<file path="src/rtl/median_wb_pkg.sv">
// median_wb_pkg
//   Shared types and sizing helpers for the 5x5 median write-back block.
//   - state_e       : FSM state encoding (IDLE, WRITE, DONE)
//   - out_dim()     : output dimension of a KERNEL-wide valid-window filter
//   - border_off()  : half-kernel border thickness
//   - border_base() : first address of the centered output in a full frame
package median_wb_pkg;

    typedef enum logic [1:0] {
        IDLE  = 2'd0,
        WRITE = 2'd1,
        DONE  = 2'd2
    } state_e;

    function automatic int out_dim(input int img, input int kernel);
        return img - kernel + 1;
    endfunction

    function automatic int border_off(input int kernel);
        return (kernel - 1) / 2;
    endfunction

    function automatic int border_base(input int img_w, input int kernel);
        return border_off(kernel) * img_w + border_off(kernel);
    endfunction

endpackage

</file>
<file path="src/rtl/median_wb_addr_gen.sv">
// median_wb_addr_gen
//   Column/row counters and BRAM address stepping for the median write-back.
//   Build option: MEDIAN_WB_BORDER_EN places the output centered in a full
//   IMG_WIDTH x IMG_HEIGHT frame (row wrap skips the border columns);
//   otherwise addresses are packed 0..OUT_W*OUT_H-1.
// Ports:
//   i_clk, i_rst_n : clock, async active-low reset
//   i_clr          : restart counters for a new frame
//   i_adv          : one pixel accepted, step to the next location
//   o_addr         : address for the current pixel
//   o_last_col     : current pixel is the last of its row
//   o_last_pixel   : current pixel is the last of the frame
module median_wb_addr_gen
    import median_wb_pkg::*;
#(
    parameter int IMG_WIDTH  = 64,
    parameter int IMG_HEIGHT = 64,
    parameter int KERNEL     = 5,
    parameter int ADDR_W     = 12
) (
    input  logic              i_clk,
    input  logic              i_rst_n,
    input  logic              i_clr,
    input  logic              i_adv,
    output logic [ADDR_W-1:0] o_addr,
    output logic              o_last_col,
    output logic              o_last_pixel
);

    localparam int OUT_W = out_dim(IMG_WIDTH, KERNEL);
    localparam int OUT_H = out_dim(IMG_HEIGHT, KERNEL);
    localparam int CW    = (OUT_W > 1) ? $clog2(OUT_W) : 1;
    localparam int RW    = (OUT_H > 1) ? $clog2(OUT_H) : 1;

`ifdef MEDIAN_WB_BORDER_EN
    // Row wrap jumps over the right border of this row and the left border
    // of the next one: 1 + (KERNEL-1) locations.
    localparam logic [ADDR_W-1:0] BASE      = ADDR_W'(border_base(IMG_WIDTH, KERNEL));
    localparam logic [ADDR_W-1:0] WRAP_STEP = ADDR_W'(KERNEL);
`else
    localparam logic [ADDR_W-1:0] BASE      = '0;
    localparam logic [ADDR_W-1:0] WRAP_STEP = ADDR_W'(1);
`endif

    logic [CW-1:0]     col;
    logic [RW-1:0]     row;
    logic [ADDR_W-1:0] addr;
    logic              last_row;

    assign o_last_col   = (col == CW'(OUT_W - 1));
    assign last_row     = (row == RW'(OUT_H - 1));
    assign o_last_pixel = o_last_col && last_row;
    assign o_addr       = addr;

    always_ff @(posedge i_clk or negedge i_rst_n) begin
        if (!i_rst_n) begin
            col  <= '0;
            row  <= '0;
            addr <= '0;
        end else if (i_clr) begin
            col  <= '0;
            row  <= '0;
            addr <= BASE;
        end else if (i_adv) begin
            if (o_last_col) begin
                col  <= '0;
                row  <= last_row ? '0 : row + RW'(1);
                addr <= addr + WRAP_STEP;
            end else begin
                col  <= col + CW'(1);
                addr <= addr + ADDR_W'(1);
            end
        end
    end

endmodule

</file>
<file path="src/rtl/median_5_to_bram_writer.sv">
// median_5_to_bram_writer
//   Write-back end of the 5x5 median path: each accepted median result is
//   written to the output BRAM in raster order one cycle after it arrives.
//   Build option: MEDIAN_WB_BORDER_EN (centered placement in a full frame,
//   see median_wb_addr_gen).
// Ports:
//   i_clk, i_rst_n  : clock, async active-low reset
//   i_start         : arm for a new frame (taken only in IDLE)
//   i_median_valid  : median result valid this cycle
//   i_median_data   : median result
//   o_bram_we/addr/wdata : registered BRAM write port
//   o_row_done      : pulses with the last write of each output row
//   o_frame_done    : pulses on entering DONE (same cycle as the final write)
//   o_busy          : high in WRITE
//   o_drop          : sticky, a valid arrived outside WRITE
//   o_state         : current FSM state
module median_5_to_bram_writer
    import median_wb_pkg::*;
#(
    parameter int IMG_WIDTH  = 64,
    parameter int IMG_HEIGHT = 64,
    parameter int KERNEL     = 5,
    parameter int DATA_W     = 8,
    parameter int ADDR_W     = 12
) (
    input  logic              i_clk,
    input  logic              i_rst_n,
    input  logic              i_start,
    input  logic              i_median_valid,
    input  logic [DATA_W-1:0] i_median_data,
    output logic              o_bram_we,
    output logic [ADDR_W-1:0] o_bram_addr,
    output logic [DATA_W-1:0] o_bram_wdata,
    output logic              o_row_done,
    output logic              o_frame_done,
    output logic              o_busy,
    output logic              o_drop,
    output logic [1:0]        o_state
);

    state_e            state, state_next;
    logic              start_take;
    logic              accept;
    logic [ADDR_W-1:0] cur_addr;
    logic              last_col;
    logic              last_pixel;

    median_wb_addr_gen #(
        .IMG_WIDTH (IMG_WIDTH),
        .IMG_HEIGHT(IMG_HEIGHT),
        .KERNEL    (KERNEL),
        .ADDR_W    (ADDR_W)
    ) u_addr_gen (
        .i_clk       (i_clk),
        .i_rst_n     (i_rst_n),
        .i_clr       (start_take),
        .i_adv       (accept),
        .o_addr      (cur_addr),
        .o_last_col  (last_col),
        .o_last_pixel(last_pixel)
    );

    always_ff @(posedge i_clk or negedge i_rst_n) begin
        if (!i_rst_n) state <= IDLE;
        else          state <= state_next;
    end

    always_comb begin
        state_next = state;
        start_take = 1'b0;
        accept     = 1'b0;
        case (state)
            IDLE: begin
                if (i_start) begin
                    start_take = 1'b1;
                    state_next = WRITE;
                end
            end
            WRITE: begin
                if (i_median_valid) begin
                    accept = 1'b1;
                    if (last_pixel) state_next = DONE;
                end
            end
            DONE:    state_next = IDLE;
            default: state_next = IDLE;
        endcase
    end

    // Write port, row/frame strobes and drop flag are all registered so they
    // line up with the one-cycle write latency.
    always_ff @(posedge i_clk or negedge i_rst_n) begin
        if (!i_rst_n) begin
            o_bram_we    <= 1'b0;
            o_bram_addr  <= '0;
            o_bram_wdata <= '0;
            o_row_done   <= 1'b0;
            o_frame_done <= 1'b0;
            o_drop       <= 1'b0;
        end else begin
            o_bram_we    <= accept;
            o_row_done   <= accept && last_col;
            o_frame_done <= accept && last_pixel;
            if (accept) begin
                o_bram_addr  <= cur_addr;
                o_bram_wdata <= i_median_data;
            end
            // A valid in the same IDLE cycle as start is still a drop, so the
            // set term wins over the start clear.
            o_drop <= (o_drop && !start_take) || (i_median_valid && (state != WRITE));
        end
    end

    assign o_busy  = (state == WRITE);
    assign o_state = state;

endmodule

</file>
<file path="config.mk">
export PLATFORM = sky130hd
export DESIGN_NAME = median_5_to_bram_writer
export DESIGN_NICKNAME = d
export VERILOG_FILES = /design/src/rtl/median_wb_pkg.sv /design/src/rtl/median_wb_addr_gen.sv /design/src/rtl/median_5_to_bram_writer.sv
export SDC_FILE = /design/constraint.sdc
export NUM_CORES = 1
export LEC_CHECK = 0
export BUFFER_PORTS_ARGS = -buffer_cell sky130_fd_sc_hd__buf_4
export CAP_MARGIN = 25
export CORE_MARGIN = 1.5
export CORE_UTILIZATION = 54
export CTS_BUF_LIST = sky130_fd_sc_hd__clkbuf_4 sky130_fd_sc_hd__clkbuf_8 sky130_fd_sc_hd__clkbuf_16
export DETAILED_ROUTE_END_ITERATION = 6
export GPL_ROUTABILITY_DRIVEN = 1
export PLACE_DENSITY = 0.76
export SKIP_CTS_REPAIR_TIMING = 1
export SLEW_MARGIN = 20
export SYNTH_ARGS = -nofsm -noshare
export SYNTH_HDL_FRONTEND = slang
export SYNTH_SLANG_ARGS = --single-unit
export TNS_END_PERCENT = 5
</file>
<file path="constraint.sdc">
create_clock -name i_clk -period 2.5 [get_ports i_clk]
set_input_delay 0.25 -clock i_clk [delete_from_list [all_inputs] [get_ports i_clk]]
set_output_delay 0.25 -clock i_clk [all_outputs]
set_load 0.005 [all_outputs]
</file>
Word-level counts from Yosys, hierarchy flattened:

Cells that the tools add are included.

* equal/unequal tests: 7
* add/sub/neg operators: 3
* reductions and logical operators: 12
* mux-type cells: 17

Operator list (number)
* 2-to-1 mux 6 bit: 7
* 2-to-1 mux 12 bit: 2
* adder 12 x 1 -> 12 bit (second input constant): 1
* adder 6 x 1 -> 6 bit (second input constant): 2
* equality test 6 bit (second input constant): 2
* 2-to-1 mux 2 bit: 3
* logical AND 1 bit: 5
* 2-to-1 mux 1 bit: 4
* inequality test 2 x 1 -> 1 bit (second input constant): 2
* inequality test 2 bit (second input constant): 2
* case mux 2 bit (2 select lines): 1
* nonzero test 2 bit: 2
* AND reduction 3 bit: 1
* equality test 2 x 1 -> 1 bit (second input constant): 1
* zero test 2 bit: 1
* AND reduction 2 bit: 1
* zero test 1 bit: 1
* logical OR 1 bit: 1

* output and inout bits: 27
* logic and storage cells: 49
* register bits: 50

Longest topological paths before layout:

* depth after elaboration: 5
* mapped depth: 7

By module:

A second synthesis with hierarchy kept.

* cell total of the unflattened synthesis: 195
* area total of the unflattened synthesis: 2318.5 um^2

Modules (own cells, without submodules)
* median_wb_addr_gen: cells each 134, times used 1, area an instance 1251.2 um^2, seq. area each 600.6 um^2
* median_5_to_bram_writer: cells each 61, times used 1, area an instance 1067.3 um^2, seq. area each 650.6 um^2

Worst setup path after synthesis:

OpenSTA, ideal clock, no wires.

* path kind: reg2reg
* from: register u_addr_gen.col[0]
* to: register u_addr_gen.row[4]
* arrival time: 1.555 ns
* buffers on the path: 1
* period minus slack after synthesis: 1.654 ns
* stages on the path, launching flop included: 8
* path slack: 0.846 ns
* cell sequence: dfrtp_1 > ha_1 > nand4_1 > or3_1 > clkbuf_2 > clkinv_2 > a41oi_1 > a311oi_1

* word-level cells in the longest chain between the ends: 3

Ends and longest elaborated chain
* start: declaration: RTL line median_wb_addr_gen.sv:45 `logic [CW-1:0] col;`
* start signal: assignment: RTL line median_wb_addr_gen.sv:70 `col <= col + CW'(1);`
* equality test 6 bit: RTL line median_wb_addr_gen.sv:50 `assign o_last_col = (col == CW'(OUT_W - 1));`
* nonzero test 2 bit (no source line)
* AND reduction 2 bit (no source line)
* end signal: assignment: RTL line median_wb_addr_gen.sv:67 `row <= last_row ? '0 : row + RW'(1);`
* end: declaration: RTL line median_wb_addr_gen.sv:46 `logic [RW-1:0] row;`

Every way passes these cells.
A chain may end at the register's enable or synchronous reset.

Worst setup path in the final report:

Same ends and word-level chain as after synthesis.

==> results list <==
- Reported max-cap violation count: 0
* Launch point of the worst path: u_addr_gen.col[0]
- Number of antenna violations at the first check in global routing: 0
- Routability-driven placement finished with a final weighted congestion of 0.849.
- The worst register-to-register path ends at u_addr_gen.row[4].
* H-tree depth: 2
- Total Routing Usage GR: 22.7%
- Classification of the worst setup path: flop to flop
- The share of the Yosys chip area taken by registers is 57.5%.
- Net count after synthesis: 244
* Pin count of the biggest net entering global routing: 51
- In the global route stage, met1 resource usage came out at 32.6%.
* Clock tree root driver cell: clkbuf_8
* Final setup fails: 0
* Height of the die: 66.5 um
- The first global-routing pass estimated 7410 um of wire.
- Number of cells produced by synthesis: 229
* Total clock sinks: 50
- TritonRoute pass-1 iters: 4
- The die covers 0.00442 mm^2.
* Kind of end point of the critical path: flop
- The final-report hold violation count is 0.
- Min Tclk post-route: 1840 ps
- Signal arrival time at the worst endpoint: 2060 ps
- Final slew viol count: 0
- Most Crowded Layer GR: met2
- Via density: 5.38
* Average footprint of a synthesized cell: 9.50 um^2
- Measured on the finished design, the core utilization comes to 69.4%.
* Via count of the routed design: 1,712
- After detailed routing, the average wire length per cell comes to 13.4 um.
* Nets: 284
* Maximum vdd drop: 0.493 mV
- For this run, global-route usage on met3 was measured as 4.56%.
* End point of the critical path: u_addr_gen.row[4]
- For the worst-skew pair, the clock arrives at the later sink with an insertion delay of 310 ps.
- Core Footprint: 0.00377 mm^2
- Maximum fanout encountered on the critical timing path: 10
- Synth async-reset ratio: 100%
- Number of warnings issued by yosys: 0
* Actual transition at the worst max-transition pin: 602 ps
- DP Cell Count: 309
- Reported leakage power: 1.29 nW
- Global routing used 32.8% of the available met2 tracks.
* Ports: 39
- Detailed-placement wirelength estimate: 3040 um
* Top library cells by usage in the layout, fill and taps aside: nand2_1, dfrtp_1, buf_4, nor2_1, o21ai_0
* Clk slew on worst S/H paths: 100 ps
- For this run the aggregate overflow at the end of global routing stands at 0.
- Unrepaired setup endpoints after global routing: false
- The number of clock buffers added by TritonCTS is 5.
- The number of global-route vias before repair came to 1,579.
- The startpoint identified for the worst register-to-register timing path is u_addr_gen.col[0].
- Mapped Area: 0.00217 mm^2
- Summed over all layers, the routed wires come to 4280 um.
- Fraction of layout cells with a size suffix above 1: 20.4%
- X dimension of the die: 66.5 um
- WP data required: 2720 ps
- # DRC: 0
- Power density relative to cell area: 733 mW/mm^2
- In this run, synthesis inferred 0 flip-flops with an integrated enable.
* Dominant register cell in the synthesized netlist: dfrtp_1
- The netlist uses 37 different library cells.
* Worst-case reg-to-reg path depth: 6
* Initial detailed-routing violation count: 102
- Number of diodes: 0
* Port Buffer Count: 38
- Final setup skew: 16.0 ps
- Compared with the post-synthesis result, the final layout area differs by 20.4%.
- Setup tns final: 0 ps
* Final hold slack: 123 ps
* Status: complete, no violations
- TritonCTS built the clock tree.
* Number of cells in the finished layout apart from fillers: 318
- Clock buffer depth: 2
* Register-to-register setup slack: 660 ps
* Fmax: 0.544 GHz
- In this run the remaining antenna-violating nets after routing total 0.
* Critical Path Start Type: flop
- Number of placement rows: 22
- The worst pin sits at a relative slew slack of 59.8%.
- Leading cell type in the layout, fill and taps excluded: nand2_1
- Portion of the clock cycle consumed by the worst path in the final layout: 73.5%
* Starting Density: 57.7%
- In this run, synthesis produced a sequential element count of 50.
- The min-delay analysis places its worst path in the category input pin to flop.
## worst max-delay path, cell delays in order, from the launching register on
cell	delay, ps
dfrtp_1	390
ha_1	230
nand4_1	150
or3_1	440
clkinv_2	160
a41oi_1	130
a311oi_1	260
## cells in the mapped netlist, types with 2 or more instances
master	count	share of area, %
inv_1	6	1.0
clkbuf_2	2	0.46
nand4_1	5	1.4
nand3_1	8	1.8
a41oi_1	2	0.81
buf_1	3	0.52
a22o_1	2	0.81
or3_1	3	0.86
nor2_1	17	2.9
a21oi_1	7	1.6
dfrtp_1	50	58
nor4_1	3	0.86
nor3_1	4	0.92
o21ai_0	9	2.1
clkbuf_1	5	0.86
or2_2	2	0.58
nand2_1	69	12
a311oi_1	4	1.6
nand3b_1	2	0.69
ha_1	3	1.7
xnor2_1	7	2.8
## sequential cells by signal, indices dropped and copies added (netlist names)
register and flops:
u_addr_gen.row 6, u_addr_gen.o_addr 12, o_bram_wdata 8, o_frame_done 1, o_drop 1, o_row_done 1, o_state 2, o_bram_addr 12
o_bram_we 1, u_addr_gen.col 6
## where the power goes
part,internal (mW),switching [mW]
Combinational,0.187,0.183
Sequential,0.931,0.127
Clock,0.207,0.283
## layout make-up
class / instances / area [um^2]
fill: 294 / 1150
timing repair buffer: 43 / 325
multi-input combinational: 161 / 852
inverter: 8 / 31.3
clock inverter: 3 / 28.8
tap: 48 / 60.1
clock buffer: 5 / 68.8
sequential: 50 / 1250
## routing by layer
layer / wire length (um) / vias up
met5: 0 / -
met4: 73 / 0
met3: 234 / 6
met2: 1900 / 54
met1: 2070 / 797
li1: - / 855
## worst min-delay path by stage
stage | startpoint | end | slack, ps | depth (start not counted)
3_5_place_dp | i_rst_n | o_bram_addr[9] | 300 | 1
6_report | i_median_data[2] | o_bram_wdata[2] | 120 | 3
3_3_place_gp | i_rst_n | u_addr_gen.o_addr[8] | 300 | 1
5_1_grt | i_median_data[4] | o_bram_wdata[4] | 120 | 3
4_1_cts | i_rst_n | u_addr_gen.row[5] | -40 | 1
2_1_floorplan | i_rst_n | o_bram_addr[0] | -50 | 0
## cells by family after synthesis
kind of cell / count (synthesis) / share of synthesized area, %
fa+ha+maj: 3 / 1.73
xor+xnor: 8 / 3.22
compound gates: 30 / 9.03
buf+inv: 18 / 3.28
simple gates: 120 / 25.2
flops: 50 / 57.5
## per-stage QoR
| stage | setup slack (ps) | power [mW] | cell area [um^2] |
|---|---|---|---|
| global placement | 768 | 1.43 | 2510 |
| detailed placement | 645 | 1.45 | 2510 |
| global route | 507 | 2.06 | 2620 |
| floorplan | 846 | 1.25 | 2170 |
| finish | 661 | 1.92 | 2620 |
| CTS | 660 | 1.94 | 2610 |
Note: power is estimated with default switching activity, not from simulation.
